`config.mk`:
```
export PLATFORM = sky130hd
export DESIGN_NAME = execute_muldiv
export DESIGN_NICKNAME = d
export VERILOG_FILES = /design/src/rtl/execute_muldiv_pkg.sv /design/src/rtl/muldiv_unit.sv /design/src/rtl/execute_muldiv.sv
export SDC_FILE = /design/constraint.sdc
export NUM_CORES = 2
export LEC_CHECK = 0
export CAP_MARGIN = 20
export CORE_MARGIN = 2
export CORE_UTILIZATION = 50
export DETAILED_ROUTE_END_ITERATION = 6
export HOLD_SLACK_MARGIN = 0.15
export PLACE_DENSITY = 0.73
export REMOVE_ABC_BUFFERS = 1
export SLEW_MARGIN = 20
export SYNTH_ARGS = -nofsm -noshare
export SYNTH_HDL_FRONTEND = slang
export SYNTH_HIERARCHICAL = 1
export SYNTH_SLANG_ARGS = --single-unit
```
`constraint.sdc`:
```
create_clock -name clk -period 12.8 [get_ports clk]
set_clock_uncertainty 0.05 [all_clocks]
set_input_delay 3.2 -clock clk [delete_from_list [all_inputs] [get_ports clk]]
set_output_delay 3.2 -clock clk [all_outputs]
set_load 0.01 [all_outputs]
```
`src/rtl/execute_muldiv_pkg.sv`:
```
// Shared encodings for the execute stage: forwarding, ALU, branch, load/store and mul/div codes.
package execute_muldiv_pkg;

  localparam logic [1:0] FWD_NORMAL    = 2'd0;
  localparam logic [1:0] FWD_WRITEMEM  = 2'd1;
  localparam logic [1:0] FWD_WRITEBACK = 2'd2;

  localparam logic [2:0] NOTLOAD  = 3'd0;
  localparam logic [1:0] NOTSTORE = 2'd0;

  localparam logic [3:0] BNONE = 4'd0;
  localparam logic [3:0] BJAL  = 4'd1;
  localparam logic [3:0] BJALR = 4'd2;
  localparam logic [3:0] BEQ   = 4'd3;
  localparam logic [3:0] BNE   = 4'd4;
  localparam logic [3:0] BLT   = 4'd5;
  localparam logic [3:0] BGE   = 4'd6;
  localparam logic [3:0] BLTU  = 4'd7;
  localparam logic [3:0] BGEU  = 4'd8;

  localparam logic [3:0] ALU_ADD  = 4'd0;
  localparam logic [3:0] ALU_SUB  = 4'd1;
  localparam logic [3:0] ALU_SLL  = 4'd2;
  localparam logic [3:0] ALU_SLT  = 4'd3;
  localparam logic [3:0] ALU_SLTU = 4'd4;
  localparam logic [3:0] ALU_XOR  = 4'd5;
  localparam logic [3:0] ALU_SRL  = 4'd6;
  localparam logic [3:0] ALU_SRA  = 4'd7;
  localparam logic [3:0] ALU_OR   = 4'd8;
  localparam logic [3:0] ALU_AND  = 4'd9;
  localparam logic [3:0] ALU_LUI  = 4'd10;

  // Matches the RV32M funct3 ordering.
  localparam logic [2:0] MD_MUL    = 3'd0;
  localparam logic [2:0] MD_MULH   = 3'd1;
  localparam logic [2:0] MD_MULHSU = 3'd2;
  localparam logic [2:0] MD_MULHU  = 3'd3;
  localparam logic [2:0] MD_DIV    = 3'd4;
  localparam logic [2:0] MD_DIVU   = 3'd5;
  localparam logic [2:0] MD_REM    = 3'd6;
  localparam logic [2:0] MD_REMU   = 3'd7;

  localparam logic [1:0] MD_IDLE = 2'd0;
  localparam logic [1:0] MD_BUSY = 2'd1;
  localparam logic [1:0] MD_DONE = 2'd2;

  typedef struct packed {
    logic       write_reg;
    logic [2:0] info_load;
    logic [1:0] info_store;
    logic [4:0] dstreg_addr;
  } e_ctrl_t;

  function automatic logic is_jump(input logic [3:0] branch);
    return (branch == BJAL) || (branch == BJALR);
  endfunction

endpackage

```
`src/rtl/muldiv_unit.sv`:
```
// Multi-cycle multiply/divide engine: pipelined multiplier, restoring divider, fixed-latency FSM.
module muldiv_unit
  import execute_muldiv_pkg::*;
#(
  parameter int unsigned XLEN       = 32,
  parameter int unsigned MUL_CYCLES = 2,
  parameter int unsigned DIV_CYCLES = XLEN
) (
  input  logic            clk,
  input  logic            rst,
  input  logic            start,
  input  logic            flush,
  input  logic [2:0]      mdcode,
  input  logic [XLEN-1:0] op_a,
  input  logic [XLEN-1:0] op_b,
  output logic            busy,
  output logic            done,
  output logic [XLEN-1:0] result
);

  localparam int unsigned MaxLat  = (MUL_CYCLES > DIV_CYCLES) ? MUL_CYCLES : DIV_CYCLES;
  localparam int unsigned CntW    = $clog2(MaxLat + 1);
  localparam int unsigned MulPipe = (MUL_CYCLES > 1) ? MUL_CYCLES - 1 : 1;

  logic [1:0]        state_q, state_d;
  logic [CntW-1:0]   cnt_q, cnt_d, lat;
  logic              issue;
  logic [2:0]        op_q;
  logic [XLEN-1:0]   a_q, b_q, dvs_q, rem_q, quo_q;
  logic              qneg_q, rneg_q, dbz_q;
  logic              sgn, a_neg, b_neg;
  logic [XLEN-1:0]   a_abs, b_abs;
  logic              mul_a_s, mul_b_s;
  logic [2*XLEN-1:0] prod, mul_out;
  logic [2*XLEN-1:0] mul_pipe [MulPipe];

  // One restoring step: shift in the next dividend bit, subtract if it fits.
  function automatic logic [2*XLEN-1:0] div_step(input logic [XLEN-1:0] rem,
                                                  input logic [XLEN-1:0] quo,
                                                  input logic [XLEN-1:0] dvs);
    logic [XLEN:0] sh;
    logic          q;
    sh = {rem, quo[XLEN-1]};
    q  = (sh >= {1'b0, dvs});
    if (q) sh = sh - {1'b0, dvs};
    return {sh[XLEN-1:0], quo[XLEN-2:0], q};
  endfunction

  always_comb begin
    sgn   = mdcode[2] & ~mdcode[0];
    a_neg = sgn & op_a[XLEN-1];
    b_neg = sgn & op_b[XLEN-1];
    a_abs = a_neg ? -op_a : op_a;
    b_abs = b_neg ? -op_b : op_b;
  end

  always_comb begin
    state_d = state_q;
    cnt_d   = cnt_q;
    issue   = 1'b0;
    lat     = mdcode[2] ? CntW'(DIV_CYCLES) : CntW'(MUL_CYCLES);
    case (state_q)
      MD_IDLE: begin
        if (start && !flush) begin
          issue   = 1'b1;
          cnt_d   = lat - 1'b1;
          state_d = (lat == CntW'(1)) ? MD_DONE : MD_BUSY;
        end
      end
      MD_BUSY: begin
        if (flush) begin
          state_d = MD_IDLE;
          cnt_d   = '0;
        end else begin
          cnt_d = cnt_q - 1'b1;
          if (cnt_q == CntW'(1)) state_d = MD_DONE;
        end
      end
      // Always returns to idle so a still-asserted start cannot re-issue the same op.
      MD_DONE: state_d = MD_IDLE;
      default: state_d = MD_IDLE;
    endcase
  end

  assign busy = issue | (state_q == MD_BUSY);
  assign done = (state_q == MD_DONE);

  always_ff @(posedge clk) begin
    if (rst) begin
      state_q <= MD_IDLE;
      cnt_q   <= '0;
      op_q    <= MD_MUL;
      a_q     <= '0;
      b_q     <= '0;
      dvs_q   <= '0;
      rem_q   <= '0;
      quo_q   <= '0;
      qneg_q  <= 1'b0;
      rneg_q  <= 1'b0;
      dbz_q   <= 1'b0;
    end else begin
      state_q <= state_d;
      cnt_q   <= cnt_d;
      if (issue) begin
        op_q           <= mdcode;
        a_q            <= op_a;
        b_q            <= op_b;
        dvs_q          <= b_abs;
        {rem_q, quo_q} <= div_step('0, a_abs, b_abs);
        qneg_q         <= a_neg ^ b_neg;
        rneg_q         <= a_neg;
        dbz_q          <= (op_b == '0);
      end else if (state_q == MD_BUSY) begin
        {rem_q, quo_q} <= div_step(rem_q, quo_q, dvs_q);
      end
    end
  end

  always_comb begin
    mul_a_s = ((op_q == MD_MULH) || (op_q == MD_MULHSU)) && a_q[XLEN-1];
    mul_b_s = (op_q == MD_MULH) && b_q[XLEN-1];
    prod    = {{XLEN{mul_a_s}}, a_q} * {{XLEN{mul_b_s}}, b_q};
  end

  always_ff @(posedge clk) begin
    mul_pipe[0] <= prod;
    for (int unsigned i = 1; i < MulPipe; i++) mul_pipe[i] <= mul_pipe[i-1];
  end

  assign mul_out = (MUL_CYCLES > 1) ? mul_pipe[MulPipe-1] : prod;

  always_comb begin
    result = '0;
    case (op_q)
      MD_MUL:                        result = mul_out[XLEN-1:0];
      MD_MULH, MD_MULHSU, MD_MULHU:  result = mul_out[2*XLEN-1:XLEN];
      MD_DIV, MD_DIVU:               result = dbz_q ? '1 : (qneg_q ? -quo_q : quo_q);
      MD_REM, MD_REMU:               result = dbz_q ? a_q : (rneg_q ? -rem_q : rem_q);
      default:                       result = '0;
    endcase
  end

endmodule

```
`src/rtl/execute_muldiv.sv`:
```
// Execute stage: ALU, branch compare, operand forwarding and the E register, plus mul/div stalls.
module execute_muldiv
  import execute_muldiv_pkg::*;
#(
  parameter int unsigned XLEN       = 32,
  parameter int unsigned MUL_CYCLES = 2,
  parameter int unsigned DIV_CYCLES = XLEN
) (
  input  logic            clk,
  input  logic            rst,
  input  logic [XLEN-1:0] r1_data,
  input  logic [XLEN-1:0] r2_data,
  input  logic [XLEN-1:0] imm,
  input  logic [XLEN-1:0] pc,
  input  logic [3:0]      alucode,
  input  logic            md_valid,
  input  logic [2:0]      mdcode,
  input  logic            using_r2,
  input  logic            using_pc,
  input  logic [1:0]      forward_sig1,
  input  logic [1:0]      forward_sig2,
  input  logic [XLEN-1:0] forward_data_writemem,
  input  logic [XLEN-1:0] forward_data_writeback,
  input  logic            write_reg,
  input  logic [2:0]      info_load,
  input  logic [1:0]      info_store,
  input  logic [3:0]      info_branch,
  input  logic [4:0]      dstreg_addr,
  input  logic            flush,
  output logic            stall_out,
  output logic [XLEN-1:0] alu_result,
  output logic [XLEN-1:0] branch_pc,
  output logic [XLEN-1:0] rs2E,
  output logic            branch_signal,
  output logic            write_regE,
  output logic [2:0]      info_loadE,
  output logic [1:0]      info_storeE,
  output logic [4:0]      dstreg_addrE
);

  localparam int unsigned ShW = $clog2(XLEN);

  logic [XLEN-1:0] fwd1, fwd2, op1, op2, alu_out, md_result;
  logic [ShW-1:0]  shamt;
  logic            taken, md_busy, md_done;
  e_ctrl_t         ctrl;

  always_comb begin
    case (forward_sig1)
      FWD_WRITEMEM:  fwd1 = forward_data_writemem;
      FWD_WRITEBACK: fwd1 = forward_data_writeback;
      default:       fwd1 = r1_data;
    endcase
    case (forward_sig2)
      FWD_WRITEMEM:  fwd2 = forward_data_writemem;
      FWD_WRITEBACK: fwd2 = forward_data_writeback;
      default:       fwd2 = r2_data;
    endcase
  end

  assign op1   = using_pc ? pc : fwd1;
  assign op2   = using_r2 ? fwd2 : imm;
  assign shamt = op2[ShW-1:0];

  always_comb begin
    case (alucode)
      ALU_ADD:  alu_out = op1 + op2;
      ALU_SUB:  alu_out = op1 - op2;
      ALU_SLL:  alu_out = op1 << shamt;
      ALU_SLT:  alu_out = {{(XLEN-1){1'b0}}, ($signed(op1) < $signed(op2))};
      ALU_SLTU: alu_out = {{(XLEN-1){1'b0}}, (op1 < op2)};
      ALU_XOR:  alu_out = op1 ^ op2;
      ALU_SRL:  alu_out = op1 >> shamt;
      ALU_SRA:  alu_out = $signed(op1) >>> shamt;
      ALU_OR:   alu_out = op1 | op2;
      ALU_AND:  alu_out = op1 & op2;
      ALU_LUI:  alu_out = op2;
      default:  alu_out = op1 + op2;
    endcase
  end

  always_comb begin
    case (info_branch)
      BJAL, BJALR: taken = 1'b1;
      BEQ:         taken = (fwd1 == fwd2);
      BNE:         taken = (fwd1 != fwd2);
      BLT:         taken = ($signed(fwd1) < $signed(fwd2));
      BGE:         taken = ($signed(fwd1) >= $signed(fwd2));
      BLTU:        taken = (fwd1 < fwd2);
      BGEU:        taken = (fwd1 >= fwd2);
      default:     taken = 1'b0;
    endcase
  end

  assign ctrl = '{write_reg: write_reg, info_load: info_load, info_store: info_store,
                  dstreg_addr: dstreg_addr};

  muldiv_unit #(
    .XLEN      (XLEN),
    .MUL_CYCLES(MUL_CYCLES),
    .DIV_CYCLES(DIV_CYCLES)
  ) u_muldiv (
    .clk   (clk),
    .rst   (rst),
    .start (md_valid),
    .flush (flush),
    .mdcode(mdcode),
    .op_a  (fwd1),
    .op_b  (fwd2),
    .busy  (md_busy),
    .done  (md_done),
    .result(md_result)
  );

  assign stall_out = md_busy;

  // Bubbles keep alu_result and rs2E so downstream bypass values stay stable.
  always_ff @(posedge clk) begin
    if (rst) begin
      alu_result    <= '0;
      branch_pc     <= '0;
      rs2E          <= '0;
      branch_signal <= 1'b0;
      write_regE    <= 1'b0;
      info_loadE    <= NOTLOAD;
      info_storeE   <= NOTSTORE;
      dstreg_addrE  <= '0;
    end else if (flush) begin
      branch_pc     <= '0;
      branch_signal <= 1'b0;
      write_regE    <= 1'b0;
      info_loadE    <= NOTLOAD;
      info_storeE   <= NOTSTORE;
      dstreg_addrE  <= '0;
    end else if (md_done) begin
      alu_result    <= md_result;
      branch_pc     <= alu_out;
      rs2E          <= fwd2;
      branch_signal <= 1'b0;
      write_regE    <= ctrl.write_reg;
      info_loadE    <= ctrl.info_load;
      info_storeE   <= ctrl.info_store;
      dstreg_addrE  <= ctrl.dstreg_addr;
    end else if (md_busy) begin
      branch_signal <= 1'b0;
      write_regE    <= 1'b0;
      info_loadE    <= NOTLOAD;
      info_storeE   <= NOTSTORE;
      dstreg_addrE  <= '0;
    end else begin
      alu_result    <= is_jump(info_branch) ? pc + XLEN'(4) : alu_out;
      branch_pc     <= alu_out;
      rs2E          <= fwd2;
      branch_signal <= taken;
      write_regE    <= ctrl.write_reg;
      info_loadE    <= ctrl.info_load;
      info_storeE   <= ctrl.info_store;
      dstreg_addrE  <= ctrl.dstreg_addr;
    end
  end

endmodule

```
== After elaboration in Yosys (flattened, before gate mapping) ==
Memory sizes are Yosys's and may differ from the RTL's.
Cells that the tools add are included.

* Register bits after elaboration: 282
* Bits in writable memories: 64
* Output and inout bits: 109
* Memories kept: 1

* Add/sub/neg operators: 11
* Multipliers: 1
* Magnitude comparators: 8
* Equal/unequal tests: 38
* Shift-type cells: 3
* Mux-type cells: 45
* Bitwise operators: 10
* Reduce and logical (&&, ||, !) cells: 20

{| class="wikitable"
|+ Memories
! name !! words !! width !! read ports !! clocked after memory_dff !! write ports !! line !! source
|-
| u_muldiv.mul_pipe || 1 || 64 || 1 || 0 || 1 || muldiv_unit.sv:35 || <nowiki>logic [2*XLEN-1:0] mul_pipe [MulPipe];</nowiki>
|}

{| class="wikitable"
|+ Operator list
! cell !! count
|-
| $mux 32 || 21
|-
| $pmux 32 s10 || 1
|-
| $lt 32x32->1 || 4
|-
| $neg 32->32 || 4
|-
| $pmux 32 s2 || 2
|-
| $pmux 32 s4 || 1
|-
| $ge 32x32->1 || 2
|-
| $mul 33x33->64 || 1
|-
| $sub 32x32->32 || 2
|-
| $ge 33x32->1 || 1
|-
| $add 32x3->32 const B || 1
|-
| $add 32x32->32 || 1
|-
| $and 32x32->32 || 1
|-
| $eq 32x32->1 || 1
|-
| $eq 4x3->1 const B || 8
|-
| $ge 1x32->1 || 1
|-
| $logic_not 32->1 || 1
|-
| $ne 32x32->1 || 1
|-
| $or 32x32->32 || 1
|-
| $shl 32x5->32 || 1
|-
| $shr 32x5->32 || 1
|-
| $sshr 32x5->32 || 1
|-
| $sub 1x32->32 || 1
|-
| $xor 32x32->32 || 1
|-
| other kinds (34) || 76
|}

== Depth between registers and ports, before layout ==
* Depth in word-level cells: 8
* Mapped depth: 33

== By module ==
Netlist, hierarchy kept.

{| class="wikitable"
|+ By module, submodules not included
! module !! times used !! cells each !! area each (um2) !! sequential area each (um2)
|-
| muldiv_unit || 1 || 6118 || 52056.2 || 4744.6
|-
| execute_muldiv || 1 || 2503 || 17760.8 || 2162.1
|}

== Worst setup path before layout ==
No wires, ideal clock.

* Path kind: reg2reg
* Start point: register u_muldiv.op_q[0]
* End point: memory u_muldiv/mul_pipe[0][62] (netlist name)
* Setup time: 72 ps
* Data arrival time: 8819 ps
* Slack: 3859 ps
* Cell stages (with the launch flop): 32
* Buffers on the path: 3
* Period minus slack after synthesis: 8941 ps
* Cell sequence: dfxtp_1 > clkbuf_1 > xnor2_1 > nor3b_1 > clkbuf_1 > clkbuf_1 > nand2_1 > fa_1 > fa_1 > inv_1 > fa_1 > inv_1 > fa_1 > fa_1 > inv_1 > fa_1 > fa_1 > inv_1 > fa_1 > inv_1 > ha_1 > a21oi_1 > nor2b_1 > o21ai_0 > o211ai_1 > a211o_1 > a2111oi_0 > a21oi_1 > o41ai_1 > o2111ai_1 > a21oi_1 > xnor2_1

* Cells in the longest elaborated chain, start to end: 4
* Elaborated cells between the ends (all ways): 6
* Those cells by class: mul (1); eq/ne (2); reduce/logical (3)

{| class="wikitable"
|+ RTL lines
! what !! line !! source
|-
| start: declaration || muldiv_unit.sv:28 || <nowiki>logic [2:0] op_q;</nowiki>
|-
| start signal: assignment || muldiv_unit.sv:105 || <nowiki>op_q <= mdcode;</nowiki>
|-
| $eq 3x1->1 / $eq 3x2->1 (equally long branches) || muldiv_unit.sv:120, muldiv_unit.sv:121 ||
|-
| $logic_or 1x1->1 || muldiv_unit.sv:120 || <nowiki>mul_a_s = ((op_q == MD_MULH) || (op_q == MD_MULHSU)) && a_q[XLEN-1];</nowiki>
|-
| $logic_and 1x1->1 || muldiv_unit.sv:120 ||
|-
| $mul 33x33->64 * || muldiv_unit.sv:122 || <nowiki>prod = {{XLEN{mul_a_s}}, a_q} * {{XLEN{mul_b_s}}, b_q};</nowiki>
|-
| named net u_muldiv.prod[62] || muldiv_unit.sv:34 || <nowiki>logic [2*XLEN-1:0] prod, mul_out;</nowiki>
|-
| end: declaration || muldiv_unit.sv:35 ||
|}

Mark *: on every way through the listed nets, which the timed path passes. The rest lies on a longest branch.

== Final worst setup path ==
* Start point: input port forward_sig1[0]
* End point: register u_muldiv.rem_q[14]

* Cells in the longest elaborated chain, start to end: 7
* Elaborated cells between the ends (all ways): 10
* Those cells by class: add/sub (2); order compare (1); eq/ne (2); mux (4); bitwise (1)

{| class="wikitable"
|+ RTL lines
! what !! line !! source
|-
| start: declaration || execute_muldiv.sv:20 || <nowiki>input logic [1:0] forward_sig1,</nowiki>
|-
| $eq 2x2->1 / $eq 2x1->1 (equally long branches) || execute_muldiv.sv:49 || <nowiki>case (forward_sig1)</nowiki>
|-
| $pmux 32 s2 * || execute_muldiv.sv:49 ||
|-
| named net fwd1[5] || execute_muldiv.sv:43 || <nowiki>logic [XLEN-1:0] fwd1, fwd2, op1, op2, alu_out, md_result;</nowiki>
|-
| $neg 32->32 * || muldiv_unit.sv:53 || <nowiki>a_abs = a_neg ? -op_a : op_a;</nowiki>
|-
| $mux 32 * || muldiv_unit.sv:53 ||
|-
| $sub 1x32->32 / $ge 1x32->1 (equally long branches) || muldiv_unit.sv:45, muldiv_unit.sv:44 ||
|-
| $mux 32 * || muldiv_unit.sv:45 || <nowiki>if (q) sh = sh - {1'b0, dvs};</nowiki>
|-
| $mux 32 * || muldiv_unit.sv:104 || <nowiki>if (issue) begin</nowiki>
|-
| end signal: assignment || muldiv_unit.sv:109 || <nowiki>{rem_q, quo_q} <= div_step('0, a_abs, b_abs);</nowiki>
|-
| end signal: assignment || muldiv_unit.sv:114 || <nowiki>{rem_q, quo_q} <= div_step(rem_q, quo_q, dvs_q);</nowiki>
|-
| end: declaration || muldiv_unit.sv:29 || <nowiki>logic [XLEN-1:0] a_q, b_q, dvs_q, rem_q, quo_q;</nowiki>
|}

Marked as above.
A chain may end at the register's enable or synchronous reset.

==> results.yml <==
cts:
  cts_tree: "yes"
  hold_buffers: 0
  clk_latency_ps: 620
  cts_sinks: 345
  postCtsResizedCells: 0
  numCtsBuffers: 43
  cts_root_buffer: "clkbuf_16"
  htreeDepth: 2
  ctsLongestPathBuffers: 3
  clk_pin_slew_ps: 60
  postCtsSetupBuffers: 0
logic_synthesis:
  synth_warnings: 6
  synth.avg_cell_area_um2: 8.10
  synth.ff_latch_count: 345
  async_flop_share: 0
  synth_common_cells: "1,383 x inv_1, 1,378 x nand2_1, 1,128 x fa_1, 488 x clkbuf_1, 453 x nor2_1"
  synth_area_leaders: "fa_1 32%, dfxtp_1 9.9%, inv_1 7.4%"
  synth.distinct_cells: 112
  yosysTopAreaCellShare: 0.323
  synth.yosys.seq_area_share: 0.0989
  synthFlopType: "dfxtp_1"
  syn-cell-area_um2: 69800
  synthMostInstantiatedCell: "inv_1"
  synth_cells: 8621
  yosysTopAreaCell: "fa_1"
  synth_edf_count: 0
critical_path:
  cp_common_cell: "nand2_1"
  end_kind: "flip-flop"
  arrival_ps: 11180
  path_class: "in -> reg"
  cp_slowest_cell: "o31ai_4"
  critPathBufInv: 5
  crit_family: "simple AND/OR/NAND/NOR gates"
  worstPathRequired_ps: 13270
  rrSetupSlack_ps: 2570
  setup.worst_path.start_class: "input port"
  slowest_delay_ps: 870
  cp_max_fo: 41
routing:
  routed_wl_um: 312000
  drt-initial-drc-count: 8557
  first_pass_iters: 7
  viasPerCell: 6.25
  ant_nets: 0
  routedWlPerCell_um: 29.6
  drc: 5
  via_count: 65800
pwr:
  p_per_area_nw_per_um2: 78.5
  netSwitchingFraction: 0.494
  power_frac_comb: 0.564
  vdd_drop_max_v: 0.0000865
  switchingPower_uw: 2960
  p_leak_uw: 0.0332
  power_frac_seq: 0.221
  p_int_uw: 3020
  clkPwrFrac: 0.215
floorplanning:
  core_area_um2: 139000
  rows: 137
  die_x_um: 378
  die-height_um: 378
  io_pins: 333
  dieArea_um2: 143000
  initial_utilization: 0.502
global_route:
  grt_pass1_wl_um: 448000
  grt_use_total: 0.432
  grt_pass1_vias: 64100
  overflow: 0
  grt_max_degree: 92
  antenna_found_initial: 23
sta:
  final.period_utilization: 0.836
  rsz0062_at_grt: "no"
  whs_ps: 408
  maxSlewViolCount: 0
  fmax_mhz: 93.4
  final-hold-violation-count: 0
  maxSlewHeadroom: 0.0312
  fin_setup_tns_ps: 0
  setup_viol: 0
  tightest_slew_ps: 1440
  min_period_ps: 10710
outcome:
  failed_checks: "design-rule violations"
  status: "complete, but fails checks"
placed_design:
  numPortBuffers: 332
  placed_area_um2: 74700
  dp_hpwl_um: 242000
  globalplace.congestion: 1.08
run:
  maxCapViolCount: 0
cells_and_area:
  design_area_um2: 76200
  fin_nets: 10300
  nFillCells: 12900
  ff_latch_area_um2: 6910
  area_delta_synth_final_pct: 9.19
  drive_gt1_frac: 0.0545
  multi_input_area_um2: 55400
hold_path:
  worst_hold_path_type: "reg -> reg"
[worst reg2reg max path: stages, from the launching register on]
cell and delay [ps]:
dfxtp_1 300, buf_4 430, nor3b_2 890, nand2_1 300, fa_1 590, fa_1 520
inv_1 70, fa_1 760, inv_1 260, fa_1 1030, fa_1 560, fa_1 570
fa_1 430, fa_1 490, inv_1 40, ha_1 360, nand4_1 150, nor3_1 70
a21oi_1 120, o211ai_1 140, a211o_1 310, a2111oi_0 360, a21oi_1 180, o41ai_1 610
o2111ai_1 210, a21oi_1 200, xnor2_1 140
[flip-flops by register name, indices dropped and copies added (netlist names), 6 cells and up]
register and flops:
u_muldiv/a_q 32, u_muldiv/mul_pipe 64, rs2E 32, u_muldiv/dvs_q 31, alu_result 32, u_muldiv/cnt_q 6
u_muldiv/rem_q 32, u_muldiv/quo_q 32, u_muldiv/b_q 32, branch_pc 32
[cells in the final DEF, fill, tap and decap left out, types with 99 or more instances in the layout]
master	netlist	layout
a211oi_1	102	100
a21oi_1	397	397
and2_1	332	332
buf_4	16	205
clkdlybuf4s50_1	0	329
dfxtp_1	345	342
fa_1	1128	1128
ha_1	386	384
inv_1	1383	1383
mux2i_1	184	184
nand2_1	1378	1375
nor2_1	453	450
o21ai_0	268	236
xnor2_1	161	161
xor2_1	99	99
[logic make-up (layout without fill, tap and decap cells)]
logic type / count (synthesis) / after routing / synth area share
fa+ha+maj: 1514 / 1514 / 0.393
simple gates: 2694 / 2694 / 0.176
xor+xnor: 260 / 260 / 0.0326
compound gates: 1594 / 1594 / 0.156
mux: 225 / 225 / 0.0333
flops: 345 / 345 / 0.0989
buf+inv: 1989 / 2004 / 0.110
other cells: 0 / 15 / 0
[cell type report]
class | count | area share
antenna | 15 | 0.000492
clock buffer | 53 | 0.0154
clock inverter | 20 | 0.00335
inverter | 1390 | 0.0686
multi-input combinational | 6287 | 0.726
sequential | 345 | 0.0906
tap | 1876 | 0.0308
timing repair buffer | 541 | 0.0646
[metrics by stage]
stage | total power (µW) | std cells | utilization | worst slack, ps
final | 5980 | 10500 | 0.548 | 2090
after global routing | 6160 | 10500 | 0.548 | 1450
after CTS | 5800 | 10500 | 0.548 | 2380
after detailed placement | 4510 | 10400 | 0.538 | 1770
after global placement | 4520 | 10400 | 0.538 | 1840
after floorplan | 3130 | 8022 | - | -5960
[power by group through the flow]
stage	combinational [µW]	sequential (µW)	clock, µW
final	3370	1320	1290
after CTS	3190	1310	1290
after global routing	3510	1330	1330
after global placement	3190	1340	0
after floorplan	1790	1340	0
after detailed placement	3170	1340	0
[per-layer routing]
layer	share of wire	vias to the layer above	GRT usage
met5	0.00013	-	0
met4	0.055	8	0.200
met3	0.12	684	0.115
met2	0.41	4204	0.610
met1	0.42	33200	0.612
li1	-	27700	-
[path summary, 6_finish.rpt]
check / start / to / cells after the start
hold reg to reg: branch_pc[5]$_SDFFE_PP0N_ / branch_pc[5]$_SDFFE_PP0N_ / 2
setup reg to reg: u_muldiv/a_q[31]$_SDFFE_PP0P_ / u_muldiv/mul_pipe[0][62]$_DFF_P_ / 26
setup / recovery: forward_sig1[0] / u_muldiv/rem_q[14]$_SDFFE_PP0P_ / 27
hold / removal: branch_pc[5]$_SDFFE_PP0N_ / branch_pc[5]$_SDFFE_PP0N_ / 2
Power figures use the tool's default switching activity.
